$ cat src/rtl/rom_reader.sv
// rom_reader: walks a wrapping ROM address range and streams one word per cycle with last flag, checksum and done pulse.
// Latency: first word valid two cycles after start; a single output register holds the word while out_ready is low.
module rom_reader #(
  parameter int ADDR_W = 8,
  parameter int DATA_W = 4,
  parameter int LEN_W  = 4
) (
  input  logic              clk,
  input  logic              rst,
  input  logic              start,
  input  logic [ADDR_W-1:0] start_addr,
  input  logic [LEN_W-1:0]  len,
  output logic              busy,
  output logic [ADDR_W-1:0] rom_addr,
  input  logic [DATA_W-1:0] rom_data,
  output logic              out_valid,
  input  logic              out_ready,
  output logic [DATA_W-1:0] out_data,
  output logic              out_last,
  output logic [7:0]        checksum,
  output logic              done
);

  localparam logic [1:0] IDLE  = 2'd0;
  localparam logic [1:0] READ  = 2'd1;
  localparam logic [1:0] DRAIN = 2'd2;
  localparam logic [1:0] DONE  = 2'd3;

  logic [1:0]        state;
  logic [ADDR_W-1:0] addr_q;
  logic [LEN_W-1:0]  remaining;
  logic              slot_free;

  // The output register can take a new word when empty or draining this cycle.
  assign slot_free = !out_valid || out_ready;
  assign busy      = (state != IDLE);
  assign done      = (state == DONE);
  assign rom_addr  = addr_q;

  always_ff @(posedge clk) begin
    if (rst) begin
      state     <= IDLE;
      addr_q    <= '0;
      remaining <= '0;
      out_valid <= 1'b0;
      out_last  <= 1'b0;
      out_data  <= '0;
      checksum  <= '0;
    end else begin
      case (state)
        IDLE: begin
          if (start) begin
            addr_q    <= start_addr;
            remaining <= len;
            checksum  <= '0;
            state     <= (len != '0) ? READ : DONE;
          end
        end
        READ: begin
          if (slot_free) begin
            out_data  <= rom_data;
            out_valid <= 1'b1;
            out_last  <= (remaining == LEN_W'(1));
            checksum  <= checksum + 8'(rom_data);
            addr_q    <= addr_q + ADDR_W'(1);
            remaining <= remaining - LEN_W'(1);
            if (remaining == LEN_W'(1)) begin
              state <= DRAIN;
            end
          end
        end
        DRAIN: begin
          if (out_valid && out_ready) begin
            out_valid <= 1'b0;
            out_last  <= 1'b0;
            state     <= DONE;
          end
        end
        DONE: begin
          state <= IDLE;
        end
        default: begin
          state <= IDLE;
        end
      endcase
    end
  end

endmodule

$ cat config.mk
export PLATFORM = sky130hd
export DESIGN_NAME = rom_reader
export DESIGN_NICKNAME = d
export VERILOG_FILES = /design/src/rtl/rom_reader.sv
export SDC_FILE = /design/constraint.sdc
export NUM_CORES = 1
export LEC_CHECK = 0
export BUFFER_PORTS_ARGS = -buffer_cell sky130_fd_sc_hd__buf_2
export CAP_MARGIN = 20
export CORE_MARGIN = 2
export CORE_UTILIZATION = 53
export DETAILED_ROUTE_END_ITERATION = 16
export PLACE_DENSITY = 0.8
export SYNTH_ARGS = -nofsm -noshare
export SYNTH_HDL_FRONTEND = slang
export SYNTH_SLANG_ARGS = --single-unit
$ cat constraint.sdc
create_clock -name clk -period 3.2 [get_ports clk]
set_input_delay 0.16 -clock clk [delete_from_list [all_inputs] [get_ports clk]]
set_output_delay 0.16 -clock clk [all_outputs]
set_load 0.02 [all_outputs]
==> results of run 1 <==
power by group:
part           internal (W)  switching, W  total (W)
sequential         0.000441     0.0000948   0.000536
combinational      0.000290      0.000453   0.000744
clock             0.0000445      0.000108   0.000153
total              0.000776      0.000656    0.00143
synth_stat cells, drive strengths merged, types with 3 or more instances:
| cell | count |
|---|---|
| a211oi | 7 |
| a21oi | 22 |
| and2 | 3 |
| buf | 8 |
| clkbuf | 3 |
| dfxtp | 28 |
| ha | 12 |
| inv | 12 |
| mux2 | 3 |
| nand2 | 23 |
| nand3 | 11 |
| nand4 | 4 |
| nor2 | 7 |
| nor2b | 5 |
| nor4 | 4 |
| o21ai | 12 |
| o22ai | 4 |
| or3 | 3 |
state kept, by name, summed over array words and instances (netlist names):
name and flops:
checksum 8, rom_addr 8, out_data 4, remaining 4, state 2, out_last 1
out_valid 1
kinds of logic after synthesis:
logic type,share of synthesized area
multiplexers,0.0342
adder cells (fa/ha/maj),0.101
flip-flops,0.333
buffers and inverters,0.0639
AND/OR/NAND/NOR,0.236
AO/OA/AOI/OAI,0.227
XOR/XNOR,0.00520
tightest hold or removal path: cells and delay by family:
family                 cells  cell delay [ns]
and+or+nand+nor            1             0.06
AOI/OAI and AO/OA          1             0.05
buffers and inverters      1             0.11
worst max-delay path by stage:
stage | from | to | cells after the start
after floorplan | checksum[1] | checksum[3] | 5
after global placement | state[1] | checksum[7] | 7
after detailed placement | state[1] | checksum[7] | 7
after CTS | state[1] | checksum[7] | 7
after global routing | state[0] | rom_addr[5] | 6
final | state[1] | checksum[7] | 7
per-stage QoR:
step | power [W] | util | hold WS (ns)
finish | 0.00143 | 0.635 | 0.0769
global placement | 0.00127 | 0.627 | 0.449
global route | 0.00154 | 0.635 | 0.0718
detailed placement | 0.00129 | 0.627 | 0.442
CTS | 0.00144 | 0.635 | 0.0734
floorplan | 0.00112 | - | 0.308
area by class of cell:
class / count / area [sq um]
Fill cell: 283 / 1110
Multi-Input combinational cell: 155 / 1020
Sequential cell: 28 / 561
Timing Repair Buffer: 44 / 223
Tap cell: 44 / 55.1
Inverter: 12 / 45.0
Clock buffer: 3 / 22.5
cells in the final DEF, fill, tap and decap left out, types with 2 or more instances in the layout:
cell	instances
sky130_fd_sc_hd__a22oi_1	2
sky130_fd_sc_hd__nand3_1	11
sky130_fd_sc_hd__and2_1	3
sky130_fd_sc_hd__ha_1	12
sky130_fd_sc_hd__mux2_2	2
sky130_fd_sc_hd__or4_1	2
sky130_fd_sc_hd__mux2i_1	2
sky130_fd_sc_hd__dfxtp_1	28
sky130_fd_sc_hd__a21oi_1	22
sky130_fd_sc_hd__a21o_1	2
sky130_fd_sc_hd__nand2_1	22
sky130_fd_sc_hd__a211oi_1	7
sky130_fd_sc_hd__or2_2	2
sky130_fd_sc_hd__o21ai_0	12
sky130_fd_sc_hd__buf_2	43
sky130_fd_sc_hd__or3_1	3
sky130_fd_sc_hd__o32ai_1	2
sky130_fd_sc_hd__nand4_1	4
sky130_fd_sc_hd__inv_1	12
sky130_fd_sc_hd__o31ai_1	2
sky130_fd_sc_hd__nor4_1	4
sky130_fd_sc_hd__nor2b_1	5
sky130_fd_sc_hd__clkbuf_4	3
sky130_fd_sc_hd__a21boi_0	2
sky130_fd_sc_hd__nor2_1	7
sky130_fd_sc_hd__nand3b_1	2
sky130_fd_sc_hd__o22ai_1	4
sky130_fd_sc_hd__nor3_1	2
per-layer routing:
metal / global-route usage / vias to the layer above / wire (um)
li1: - / 819 / -
met2: 0.371 / 46 / 1740
met3: 0.0320 / 5 / 166
met1: 0.259 / 705 / 1760
met4: 0.0921 / 0 / 65
met5: 0 / - / 0
==> results.py, run 1 <==
metrics = {
    "synthesis": {
        "synth_largest_type_area_fraction": 0.333,
        "per_instance_average_area_after_synthesis_sq_um": 8.18,
        "syn_inst": 206,
        "synthDominantAreaCellType": "sky130_fd_sc_hd__dfxtp_1",
        "synth-async-reset-ratio": 0,
        "postSynthRegisterBits": 28,
        "synth-edff-count": 0,
        "number_of_warnings_issued_by_yosys": 0,
        "synth.lib_cells_used.distinct": 47,
        "mappedNetlistNets": 239,
        "mappedNetlistArea_sq_um": 1680,
        "yosysSeqAreaShare": 0.333,
        "yosys_most_used_dff": "sky130_fd_sc_hd__dfxtp_1",
        "synthTopCellsByArea": "sky130_fd_sc_hd__dfxtp_1, sky130_fd_sc_hd__ha_1, sky130_fd_sc_hd__a21oi_1, sky130_fd_sc_hd__nand2_1, sky130_fd_sc_hd__o21ai_0",
    },
    "clock_network": {
        "tritoncts": "built",
        "post_cts_hold_buffer_count": 0,
        "cts.root.buffer_cell": "sky130_fd_sc_hd__clkbuf_4",
        "cts.repair.resized": 0,
        "clock_sinks": 28,
        "clock_tree.htree_level_count": 1,
        "clkSlewWorstSetupHoldPaths_ns": 0.15,
        "clock_insertion_delay_worst_skew_ns": 0.34,
        "cts_buffers": 3,
        "post-cts-setup-buffers": 0,
        "max-clock-path-buffers": 2,
    },
    "floorplanning": {
        "fp.coreArea_sq_um": 3030,
        "design.die.area_sq_um": 3640,
        "initial_core_util": 0.556,
        "rows": 20,
        "boundaryPins": 44,
        "die_w_um": 60.4,
        "floorplan.die.height_um": 60.4,
    },
    "power_and_ir_drop": {
        "pwr_density_cell_nw_per_um2": 745,
        "power.static_leakage_nw": 0.840,
        "peakVddDrop_v": 0.000415,
    },
    "placement": {
        "placedCellCount": 283,
        "dp_hpwl_mm": 2.70,
        "buffer_ports.inserted": 43,
        "place.gp.congestion": 0.770,
        "placement.cell_area_sq_um": 1900,
        "detailedPlace.worstSlack_ns": 1.18,
    },
    "sta": {
        "worst_clock_skew_ns": 0.00666,
        "timing.slew.headroom": 0.568,
        "timing.final.setup_violations": 0,
        "slew_viol_final": 0,
        "crit_share_post_route": 0.643,
        "max_freq_mhz": 486,
        "final-hold-violation-count": 0,
        "finalCriticalPeriod_ns": 2.06,
        "finalWorstSetupSlack_ns": 1.14,
        "worstMarginPinSlew_ns": 0.647,
        "setup-tns-final_ns": 0,
        "rsz0062_at_grt": "no",
    },
    "routing": {
        "wirelength_mm": 3.74,
        "drt_first_pass_iters": 4,
        "drt_iter0_drc": 95,
        "vias_per_cell": 5.51,
        "post-route-drc-count": 0,
        "postRouteAntennaNets": 0,
        "route.detailed.wl_per_inst_um": 13.1,
        "num_vias": 1575,
    },
    "global_routing": {
        "grt_pass1_wl_mm": 5.81,
        "via_count_of_the_first_global_routing_pass": 1353,
        "grt_antenna_before_repair": 0,
        "pin_count_of_the_biggest_net_entering_global_routing": 38,
        "global_route.overflow_total": 0,
        "groute.usage.overall": 0.213,
    },
    "setup_path": {
        "rr_worst_depth": 7,
        "cpMaxStageDelayCell": "sky130_fd_sc_hd__dfxtp_1",
        "crit_path_max_incr_delay_ns": 0.36,
        "critical_path_arrival_ns": 2.35,
        "rrSetupSlack_ns": 1.14,
        "crit_path_max_fanout": 37,
        "path_class": "register to register",
        "cp_num_buf_inv": 2,
        "crit_path_end_kind": "register",
        "critical-path-top-delay-family": "simple AND/OR/NAND/NOR gates",
        "cp.required_ns": 3.49,
        "critical_path.startpoint_type": "register",
        "path_cells": "inv_1 > ha_1 > buf_4 > and3b_1 > or2_2 > a311o_1 > nand2_1",
        "critical_path.reg2reg.endpoint": "checksum[7]",
        "worstReg2RegStart": "state[1]",
    },
    "cells_and_area": {
        "share_of_cells_above_drive_strength_1": 0.227,
        "finalNetCount": 277,
        "finalNonFillerCells": 286,
        "final_design_area_no_fill_sq_um": 1920,
        "diodes": 0,
        "area_growth_syn_to_layout_pct": 14.1,
    },
    "min_path": {
        "hold_depth": 3,
        "hold_start": "rom_data[0]",
        "holdCritPathClass": "input port to register",
        "min_to": "out_data[0]",
    },
    "job": {
        "cap_violations": 0,
    },
    "run_status": {
        "run_status": "finished clean",
    },
}
Note: power is estimated with default switching activity, not from simulation.
==> run 2, diff against run 1 <==
--- a/config.mk
+++ b/config.mk
@@ -8,9 +8,9 @@
 export BUFFER_PORTS_ARGS = -buffer_cell sky130_fd_sc_hd__buf_2
 export CAP_MARGIN = 20
 export CORE_MARGIN = 2
-export CORE_UTILIZATION = 53
+export CORE_UTILIZATION = 47
 export DETAILED_ROUTE_END_ITERATION = 16
-export PLACE_DENSITY = 0.8
+export PLACE_DENSITY = 0.75
 export SYNTH_ARGS = -nofsm -noshare
 export SYNTH_HDL_FRONTEND = slang
 export SYNTH_SLANG_ARGS = --single-unit
==> constraint.sdc (replaced) <==
create_clock -name clk -period 1.8 [get_ports clk]
set_input_delay 0.09 -clock clk [delete_from_list [all_inputs] [get_ports clk]]
set_output_delay 0.09 -clock clk [all_outputs]
set_load 0.02 [all_outputs]
==> run 2 against run 1 <==
Compared with the run above:
- critical endpoint unchanged
- clock skew down 0.0011 ns
- register-to-register slack got worse by 1.1 ns
- final cell count grew 7.3%
- maximum frequency increased by 15%
- global-route usage shrank 1.5 points
- power is 99% higher
==> results.py, run 2 (synthesis results as in run 1) <==
metrics = {
    "run_status": {
        "run_status": "finished clean",
    },
    "placement": {
        "place.gp.congestion": 0.790,
        "dp_hpwl_mm": 2.88,
        "buffer_ports.inserted": 43,
        "placedCellCount": 302,
    },
    "setup_path": {
        "cpMaxStageDelayCell": "sky130_fd_sc_hd__dfxtp_2",
        "path_cells": "inv_1 > ha_2 > buf_12 > nand3b_1 > and2_1 > buf_4 > a311o_1 > nand2_1",
        "crit_path_max_fanout": 17,
        "critical-path-top-delay-family": "buffers and inverters",
        "cp_num_buf_inv": 3,
        "critical_path_arrival_ns": 2.08,
        "critical_path.startpoint_type": "register",
        "cp.required_ns": 2.09,
        "path_class": "register to register",
        "crit_path_end_kind": "register",
        "crit_path_max_incr_delay_ns": 0.35,
    },
    "floorplanning": {
        "floorplan.die.height_um": 63.9,
        "boundaryPins": 44,
        "rows": 21,
        "initial_core_util": 0.497,
        "fp.coreArea_sq_um": 3390,
        "die_w_um": 63.9,
        "design.die.area_sq_um": 4080,
    },
    "sta": {
        "slew_viol_final": 0,
        "final-hold-violation-count": 0,
        "timing.final.setup_violations": 0,
        "max_freq_mhz": 559,
        "rsz0062_at_grt": "yes",
        "worstMarginPinSlew_ns": 0.509,
        "worst_clock_skew_ns": 0.00554,
        "crit_share_post_route": 0.994,
        "finalCriticalPeriod_ns": 1.79,
        "timing.slew.headroom": 0.661,
    },
    "clock_network": {
        "clock_insertion_delay_worst_skew_ns": 0.33,
        "tritoncts": "built",
        "cts_buffers": 3,
        "clkSlewWorstSetupHoldPaths_ns": 0.14,
        "max-clock-path-buffers": 2,
        "cts.root.buffer_cell": "sky130_fd_sc_hd__clkbuf_4",
        "clock_sinks": 28,
        "clock_tree.htree_level_count": 1,
    },
    "power_and_ir_drop": {
        "power.total_w": 0.00285,
        "reg_power_frac": 0.334,
        "pwr_density_cell_nw_per_um2": 1350,
        "share_clk_of_total_power": 0.094,
        "combinationalPowerShare": 0.573,
        "p_sw_frac": 0.432,
        "switching_power_w": 0.00123,
        "peakVddDrop_v": 0.000723,
        "intPower_w": 0.00162,
        "power.static_leakage_nw": 0.938,
    },
    "cells_and_area": {
        "share_of_cells_above_drive_strength_1": 0.322,
        "area_growth_syn_to_layout_pct": 25.7,
        "multi_input_comb_area_sq_um": 1040,
        "fill_cells": 312,
        "finalNonFillerCells": 307,
        "finalNetCount": 296,
        "register_area_sq_um": 566,
        "utilization": 0.625,
        "most-common-layout-cells": "sky130_fd_sc_hd__buf_2, sky130_fd_sc_hd__dfxtp_1, sky130_fd_sc_hd__a21oi_1, sky130_fd_sc_hd__nand2_1, sky130_fd_sc_hd__buf_4",
        "diodes": 0,
        "layout_commonest_cell": "sky130_fd_sc_hd__buf_2",
    },
    "routing": {
        "num_vias": 1703,
        "wirelength_mm": 3.96,
        "vias_per_cell": 5.55,
        "postRouteAntennaNets": 0,
        "drt_iter0_drc": 113,
        "post-route-drc-count": 0,
        "drt_first_pass_iters": 4,
        "route.detailed.wl_per_inst_um": 12.9,
    },
    "job": {
        "cap_violations": 0,
    },
    "global_routing": {
        "pin_count_of_the_biggest_net_entering_global_routing": 27,
        "grt_pass1_wl_mm": 6.47,
        "via_count_of_the_first_global_routing_pass": 1496,
        "groute.usage.overall": 0.198,
        "global_route.overflow_total": 0,
        "grt_antenna_before_repair": 0,
    },
    "min_path": {
        "holdCritPathClass": "input port to register",
    },
}
run 2: layer usage:
layer	GRT usage	vias up	wire length, um
met2	0.333	50	1930
met3	0.0458	9	212
met4	0.0761	0	76
met5	0	-	0
li1	-	859	-
met1	0.243	785	1750
run 2: layout make-up:
| cell class | instances | share of cell area |
|---|---|---|
| multi-input combinational | 155 | 0.489 |
| sequential | 28 | 0.267 |
| timing repair buffer | 63 | 0.184 |
| tap | 46 | 0.0272 |
| inverter | 12 | 0.0213 |
| clock buffer | 3 | 0.0106 |
run 2: per-stage QoR:
stage	hold WS (ns)	worst slack, ns	TNS (ns)	cell area [sq um]
floorplan	0.238	0.0771	0	1690
global placement	0.378	0.0907	0	2060
detailed placement	0.380	0.0242	0	2060
CTS	0.00727	0.00250	0	2080
global route	0.00521	-0.0823	-0.345	2120
finish	0.0192	0.0106	0	2120
run 2: path summary, 6_finish.rpt:
kind	end	cells past startpoint	from	slack, ns
worst max-delay path	checksum[7]	8	state[1]	0.01
worst min-delay path	out_data[0]	3	rom_data[0]	0.02
worst max register to register	checksum[7]	8	state[1]	0.01
worst min register to register	out_data[2]	2	out_data[2]	0.46
run 2: power groups by stage:
stage,sequential [W],clock (W),combinational [W]
2_1_floorplan,0.00107,0,0.000919
6_report,0.000950,0.000266,0.00163
5_1_grt,0.000975,0.000296,0.00179
4_1_cts,0.000945,0.000277,0.00159
3_5_place_dp,0.000959,0,0.00159
3_3_place_gp,0.000958,0,0.00156
run 2: timing repair:
item	in CTS	in global routing
setup buffers	0	2
hold buffers	0	0
setup endpoints to repair	0	12
gates resized for setup	0	10
run 2: worst min-delay path: stages:
cell and delay [ns]:
sky130_fd_sc_hd__buf_2 0.11, sky130_fd_sc_hd__nand3_1 0.06, sky130_fd_sc_hd__a21oi_1 0.05
